File: src/rtl/alu_pkg.sv
// Shared definitions for the ALU execute stage: opcodes, FSM states and
// the iteration count used by the sequential multiplier.
package alu_pkg;

  localparam int DEF_WIDTH = 8;
  localparam int DEF_AW    = 3;

  localparam logic [2:0] OP_ADD = 3'b000;
  localparam logic [2:0] OP_SUB = 3'b001;
  localparam logic [2:0] OP_AND = 3'b010;
  localparam logic [2:0] OP_OR  = 3'b011;
  localparam logic [2:0] OP_XOR = 3'b100;
  localparam logic [2:0] OP_SLT = 3'b101;
  localparam logic [2:0] OP_MUL = 3'b110;
  localparam logic [2:0] OP_MOV = 3'b111;

  typedef enum logic [1:0] {
    ST_IDLE = 2'd0,
    ST_EXEC = 2'd1,
    ST_MUL  = 2'd2,
    ST_WB   = 2'd3
  } state_t;

  // One shift-add iteration per multiplier bit.
  function automatic int mul_iters(input int width);
    return width;
  endfunction

endpackage

File: src/rtl/seq_multiplier.sv
// Iterative unsigned shift-add multiplier; one multiplier bit per step.
module seq_multiplier
  import alu_pkg::*;
#(
  parameter int WIDTH = DEF_WIDTH
) (
  input  logic                 clk,
  input  logic                 rst,
  input  logic                 load,
  input  logic                 step,
  input  logic [WIDTH-1:0]     a,
  input  logic [WIDTH-1:0]     b,
  output logic [2*WIDTH-1:0]   product,
  output logic                 last
);

  localparam int CW = $clog2(WIDTH) + 1;

  logic [2*WIDTH-1:0] mcand;
  logic [2*WIDTH-1:0] acc;
  logic [WIDTH-1:0]   mplier;
  logic [CW-1:0]      count;

  // product is the accumulator value after the current step, so the caller
  // can capture the final result on the same edge as the last iteration.
  assign product = acc + (mplier[0] ? mcand : '0);
  assign last    = (count == CW'(mul_iters(WIDTH) - 1));

  always_ff @(posedge clk or posedge rst) begin
    if (rst) begin
      mcand  <= '0;
      acc    <= '0;
      mplier <= '0;
      count  <= '0;
    end else if (load) begin
      mcand  <= {{WIDTH{1'b0}}, a};
      acc    <= '0;
      mplier <= b;
      count  <= '0;
    end else if (step) begin
      acc    <= product;
      mcand  <= mcand << 1;
      mplier <= mplier >> 1;
      count  <= count + 1'b1;
    end
  end

endmodule

File: src/rtl/alu_exec_unit.sv
// Multi-cycle execute stage: latches operands on start, runs one ALU or
// iterative MUL operation and presents a write-back triple for the regfile.
module alu_exec_unit
  import alu_pkg::*;
#(
  parameter int WIDTH = DEF_WIDTH,
  parameter int AW    = DEF_AW
) (
  input  logic             clk,
  input  logic             rst,
  input  logic             start,
  input  logic [2:0]       op,
  input  logic [WIDTH-1:0] src_a,
  input  logic [WIDTH-1:0] src_b,
  input  logic [AW-1:0]    dest,
  output logic             busy,
  output logic             done,
  output logic [WIDTH-1:0] result,
  output logic             zero,
  output logic             carry,
  output logic [AW-1:0]    wa3,
  output logic             we3,
  output logic [WIDTH-1:0] wd3
);

  state_t state, state_next;

  logic [2:0]         op_q;
  logic [WIDTH-1:0]   a_q, b_q;
  logic [AW-1:0]      dest_q;

  logic [WIDTH-1:0]   alu_res;
  logic               alu_carry;
  logic               mul_load, mul_step, mul_last;
  logic [2*WIDTH-1:0] mul_product;
  logic               wb_load;
  logic [WIDTH-1:0]   wb_res;
  logic               wb_carry;

  seq_multiplier #(.WIDTH(WIDTH)) u_mul (
    .clk     (clk),
    .rst     (rst),
    .load    (mul_load),
    .step    (mul_step),
    .a       (a_q),
    .b       (b_q),
    .product (mul_product),
    .last    (mul_last)
  );

  always_comb begin
    alu_res   = '0;
    alu_carry = 1'b0;
    case (op_q)
      OP_ADD: {alu_carry, alu_res} = {1'b0, a_q} + {1'b0, b_q};
      OP_SUB: begin
        alu_res   = a_q - b_q;
        alu_carry = (a_q < b_q);
      end
      OP_AND: alu_res = a_q & b_q;
      OP_OR:  alu_res = a_q | b_q;
      OP_XOR: alu_res = a_q ^ b_q;
      OP_SLT: alu_res = {{(WIDTH-1){1'b0}}, ($signed(a_q) < $signed(b_q))};
      OP_MOV: alu_res = b_q;
      default: alu_res = '0;
    endcase
  end

  always_comb begin
    state_next = state;
    mul_load   = 1'b0;
    mul_step   = 1'b0;
    wb_load    = 1'b0;
    wb_res     = alu_res;
    wb_carry   = alu_carry;
    case (state)
      ST_IDLE: if (start) state_next = ST_EXEC;
      ST_EXEC: begin
        if (op_q == OP_MUL) begin
          mul_load   = 1'b1;
          state_next = ST_MUL;
        end else begin
          wb_load    = 1'b1;
          state_next = ST_WB;
        end
      end
      ST_MUL: begin
        mul_step = 1'b1;
        if (mul_last) begin
          wb_load    = 1'b1;
          wb_res     = mul_product[WIDTH-1:0];
          wb_carry   = |mul_product[2*WIDTH-1:WIDTH];
          state_next = ST_WB;
        end
      end
      ST_WB:   state_next = ST_IDLE;
      default: state_next = ST_IDLE;
    endcase
  end

  // Result, flags and write address only change on entry to WB and are
  // otherwise held, so the regfile sees stable data through IDLE.
  always_ff @(posedge clk or posedge rst) begin
    if (rst) begin
      state  <= ST_IDLE;
      op_q   <= '0;
      a_q    <= '0;
      b_q    <= '0;
      dest_q <= '0;
      result <= '0;
      zero   <= 1'b0;
      carry  <= 1'b0;
      wa3    <= '0;
    end else begin
      state <= state_next;
      if (state == ST_IDLE && start) begin
        op_q   <= op;
        a_q    <= src_a;
        b_q    <= src_b;
        dest_q <= dest;
      end
      if (wb_load) begin
        result <= wb_res;
        zero   <= (wb_res == '0);
        carry  <= wb_carry;
        wa3    <= dest_q;
      end
    end
  end

  assign busy = (state != ST_IDLE);
  assign done = (state == ST_WB);
  assign we3  = done;
  assign wd3  = result;

endmodule

File: config.mk
export PLATFORM = sky130hd
export DESIGN_NAME = alu_exec_unit
export DESIGN_NICKNAME = d
export VERILOG_FILES = /design/src/rtl/alu_pkg.sv /design/src/rtl/seq_multiplier.sv /design/src/rtl/alu_exec_unit.sv
export SDC_FILE = /design/constraint.sdc
export NUM_CORES = 1
export LEC_CHECK = 0
export ABC_CLOCK_PERIOD_IN_PS = 8140
export BUFFER_PORTS_ARGS = -buffer_cell sky130_fd_sc_hd__buf_2
export CAP_MARGIN = 10
export CORE_UTILIZATION = 49
export CTS_CLUSTER_DIAMETER = 120
export DETAILED_ROUTE_END_ITERATION = 7
export PLACE_DENSITY = 0.68
export SYNTH_ARGS = -nofsm -noshare
export SYNTH_HDL_FRONTEND = slang
export SYNTH_SLANG_ARGS = --single-unit
File: constraint.sdc
create_clock -name clk -period 8.14 [get_ports clk]
set_input_delay 1.628 -clock clk [delete_from_list [all_inputs] [get_ports clk]]
set_output_delay 1.628 -clock clk [all_outputs]
set_load 0.02 [all_outputs]
==> results.md <==
* CTS Buf Count at 9
* Yosys Warn Count at 0
* Synth Flop Type: dfrtp_1
* Synthesized area at 0.00575 sq mm
* R2r startpoint: a_q[2]
* CP max stage delay at 0.60 ns
* CP max-delay cell: a2111oi_1
* Layout cells sized above 1 at 0.154
* First-pass GRT wire length at about 22 mm
* Syn avg cell area at between 9 and 10 sq um
* ANT cells at 0
* Most frequent cell after synthesis: dfrtp_1
* Hpwl dp at 9.91 mm
* Max Slew Vio Count at 0
* Row cnt at 39
* TritonCTS Sinks at 81
* Die W at 110 um
* Syn Nets at 703
* Max Cap Viol at 0
* Drt total wl at 13.7 mm
* Hold EP: wa3[1]
* Post-CTS sizing at 0
* Post-Synth XOR/XNOR Area at 0.0213
* Clock Skew at 0.0111 ns
* # hold bufs at CTS at 0
* Buffers on Ports at between 40 and 50
* Nets at between 700 and 800
* Layout area overhead at 9.77%
* Clock Path Buffers at 2
* Htree depth at 3
* Post-route minimum period at 3.06 ns
* CP cell instances: inv_1 > ha_1 > nor3_1 > o31ai_1 > a21oi_1 > a2111oi_1 > mux2i_1 > nand4_1 > o31ai_1
* Pwr Density at approximately 430 mW/mm^2
* Most used cell, CP: o31ai_1
* P_leak at 2.96 nW
* Max-Slew Margin vs Limit at 0.278
* # IOs at 49
* Yosys cell types at 63
* Worst EP arrival at between 3 and 4 ns
* Final Hold Fails at 0
* Fin crit share at 0.376
* Number of flops mapped to enable cells by yosys at 0
* Sum of negative setup slack at 0 ns
* Vias at 4646
* Main combinational cell family by area after synthesis: simple AND/OR/NAND/NOR gates
* Drt pass-1 iters at 4
* Synth cell count leaders: dfrtp_1 (81), nand2_1 (54), nor2_1 (51), ha_1 (47), o21ai_0 (42)
* Synth top area share at 0.353
* Clock Root Buffer: clkbuf_16
* Hold Path Cell Cnt at 2
* Synth Area in Simple Gates at 0.180
* Die area at approximately 0.012 sq mm
* Mux contribution to synthesized area at 0.110
* Hold WC Path Type: reg -> reg
* Final GP Congestion at 0.884
* Vias in the first global route at 4394
* Min Hold Slack at 0.478 ns
* Type of destination of the critical path: register
* Core area at 0.0114 sq mm
* Sequential share of the synthesized area at 0.353
* # setup viols final at 0
* Initial antenna violation count at 0
* Post-CTS setup buffer count at 0
* Setup CP Type: reg -> reg
* Area contributors post-synth: dfrtp_1 (35%), ha_1 (10%), mux2i_1 (6.1%)
* Unrepaired setup endpoints after global routing: false
* Asr flop ratio synth at 1.00
* Wire length per cell at 17.2 um
* Largest net degree at the start of global routing at 82
* Status: complete, no violations
* VDD IR max at a little over 0.0003 V
* Reg-to-reg slack, setup at between 5 and 6 ns
* Tightest Pin Transition at about 1.1 ns
* GRT Overall Usage at 0.242
* Die Y at 110 um
* Vias per cell at 5.82
* Starting Density at 0.504
* Post-Syn Instances at 628
* R2R cell count at 9
* FMAX at 0.327 GHz
* Clock Latency Late Sink at about 0.35 ns
* Req. time, crit path at 8.40 ns
* Adder-Cell Fraction of Synth Area at 0.113
* Antenna-violating nets left at 0
* DRC errors left at 0
* GRT overflow at 0
* Register bit total from synthesis at 81
* CTS tree: built
* Hold Path Origin: wa3[1]
* Crit-path max FO at 9
* Post-synthesis compound-gate area fraction at 0.167
* Worst r2r dst: zero
* Leading area contributor after synthesis: dfrtp_1
* Worst-path clk slew at 0.06 ns
* 1st-iter DRT viols at about 300
* CP Launch Type: register
[sequential cells by signal (all words and copies together) (netlist names)]
| signal | count |
|---|---|
| a_q | 8 |
| b_q | 8 |
| carry | 1 |
| dest_q | 3 |
| op_q | 3 |
| result | 8 |
| state | 2 |
| u_mul.acc | 16 |
| u_mul.count | 4 |
| u_mul.mcand | 16 |
| u_mul.mplier | 8 |
| wa3 | 3 |
| zero | 1 |
[worst max-delay path by stage]
stage | end | from | slack, ns
after floorplan | a_q[0] | rst | 4.43
after global placement | b_q[4] | start | 5.10
final | zero | a_q[2] | 5.08
after detailed placement | b_q[2] | start | 5.07
after global routing | carry | u_mul.mplier[0] | 4.80
after CTS | carry | u_mul.mplier[0] | 5.10
[worst max-delay path, delay by kind of cell, from the launching register on]
kind	cells	cell delay (ns)
mux	1	0.29
compound gates	4	1.46
buf+inv	1	0.07
simple gates	2	0.23
fa+ha+maj	1	0.44
flops	1	0.48
[cell families (layout without fill, tap and decap cells)]
group,Yosys count,in the layout
buffers and inverters,73,100
multiplexers,60,60
AND/OR/NAND/NOR,206,206
XOR/XNOR,14,14
flip-flops,81,81
adder cells (fa/ha/maj),50,50
AO/OA/AOI/OAI,144,144
[metrics by stage]
step | worst slack (ns) | utilization | power, mW | std cells | cell area (sq um)
floorplan | 4.43 | - | 1.91 | 628 | 5750
global placement | 5.10 | 0.526 | 2.23 | 783 | 6000
detailed placement | 5.07 | 0.526 | 2.27 | 783 | 6000
CTS | 5.10 | 0.553 | 2.72 | 798 | 6310
global route | 4.80 | 0.553 | 2.96 | 798 | 6310
finish | 5.08 | 0.553 | 2.73 | 798 | 6310
[layout by cell type, fill, tap and decap left out, types with 4 or more instances in the layout]
master	count
o21a_1	4
or3_1	4
and3_1	7
mux2i_1	35
clkbuf_16	9
a21o_1	7
xnor2_1	5
o31ai_1	5
nor2b_1	6
mux2_2	25
nor2_1	50
a31oi_1	6
dfrtp_1	81
buf_2	48
nand4_1	5
a21oi_1	29
and2_1	21
o21ai_0	42
nand2b_1	8
ha_1	46
nand3b_1	10
a211oi_1	10
nand2_1	54
xor2_1	9
nand3_1	10
inv_1	33
nor3_1	14
nor4_1	5
o211ai_1	6
[report_power, final]
part,switching [mW],internal (mW),total [mW]
registers,0.211,0.578,0.789
logic,0.895,0.605,1.50
clock network,0.172,0.267,0.439
total,1.28,1.45,2.73
[area by class of cell]
cell class / instances / area (sq um)
Clock inverter: 5 / 81.3
Tap cell: 143 / 179
Inverter: 34 / 129
Fill cell: 1061 / 5110
Sequential cell: 81 / 2030
Multi-Input combinational cell: 474 / 3400
Clock buffer: 10 / 229
Timing Repair Buffer: 51 / 263
[metal layers]
metal  part of all wire  routed length [um]  up-vias  track usage
met5                  0                   0        -            0
met4              0.022                 295        0       0.0846
met3              0.043                 587       26       0.0453
met2               0.45                6230      100        0.371
met1               0.48                6600     2245        0.342
li1                   -                   -     2275            -
Power figures use the tool's default switching activity.
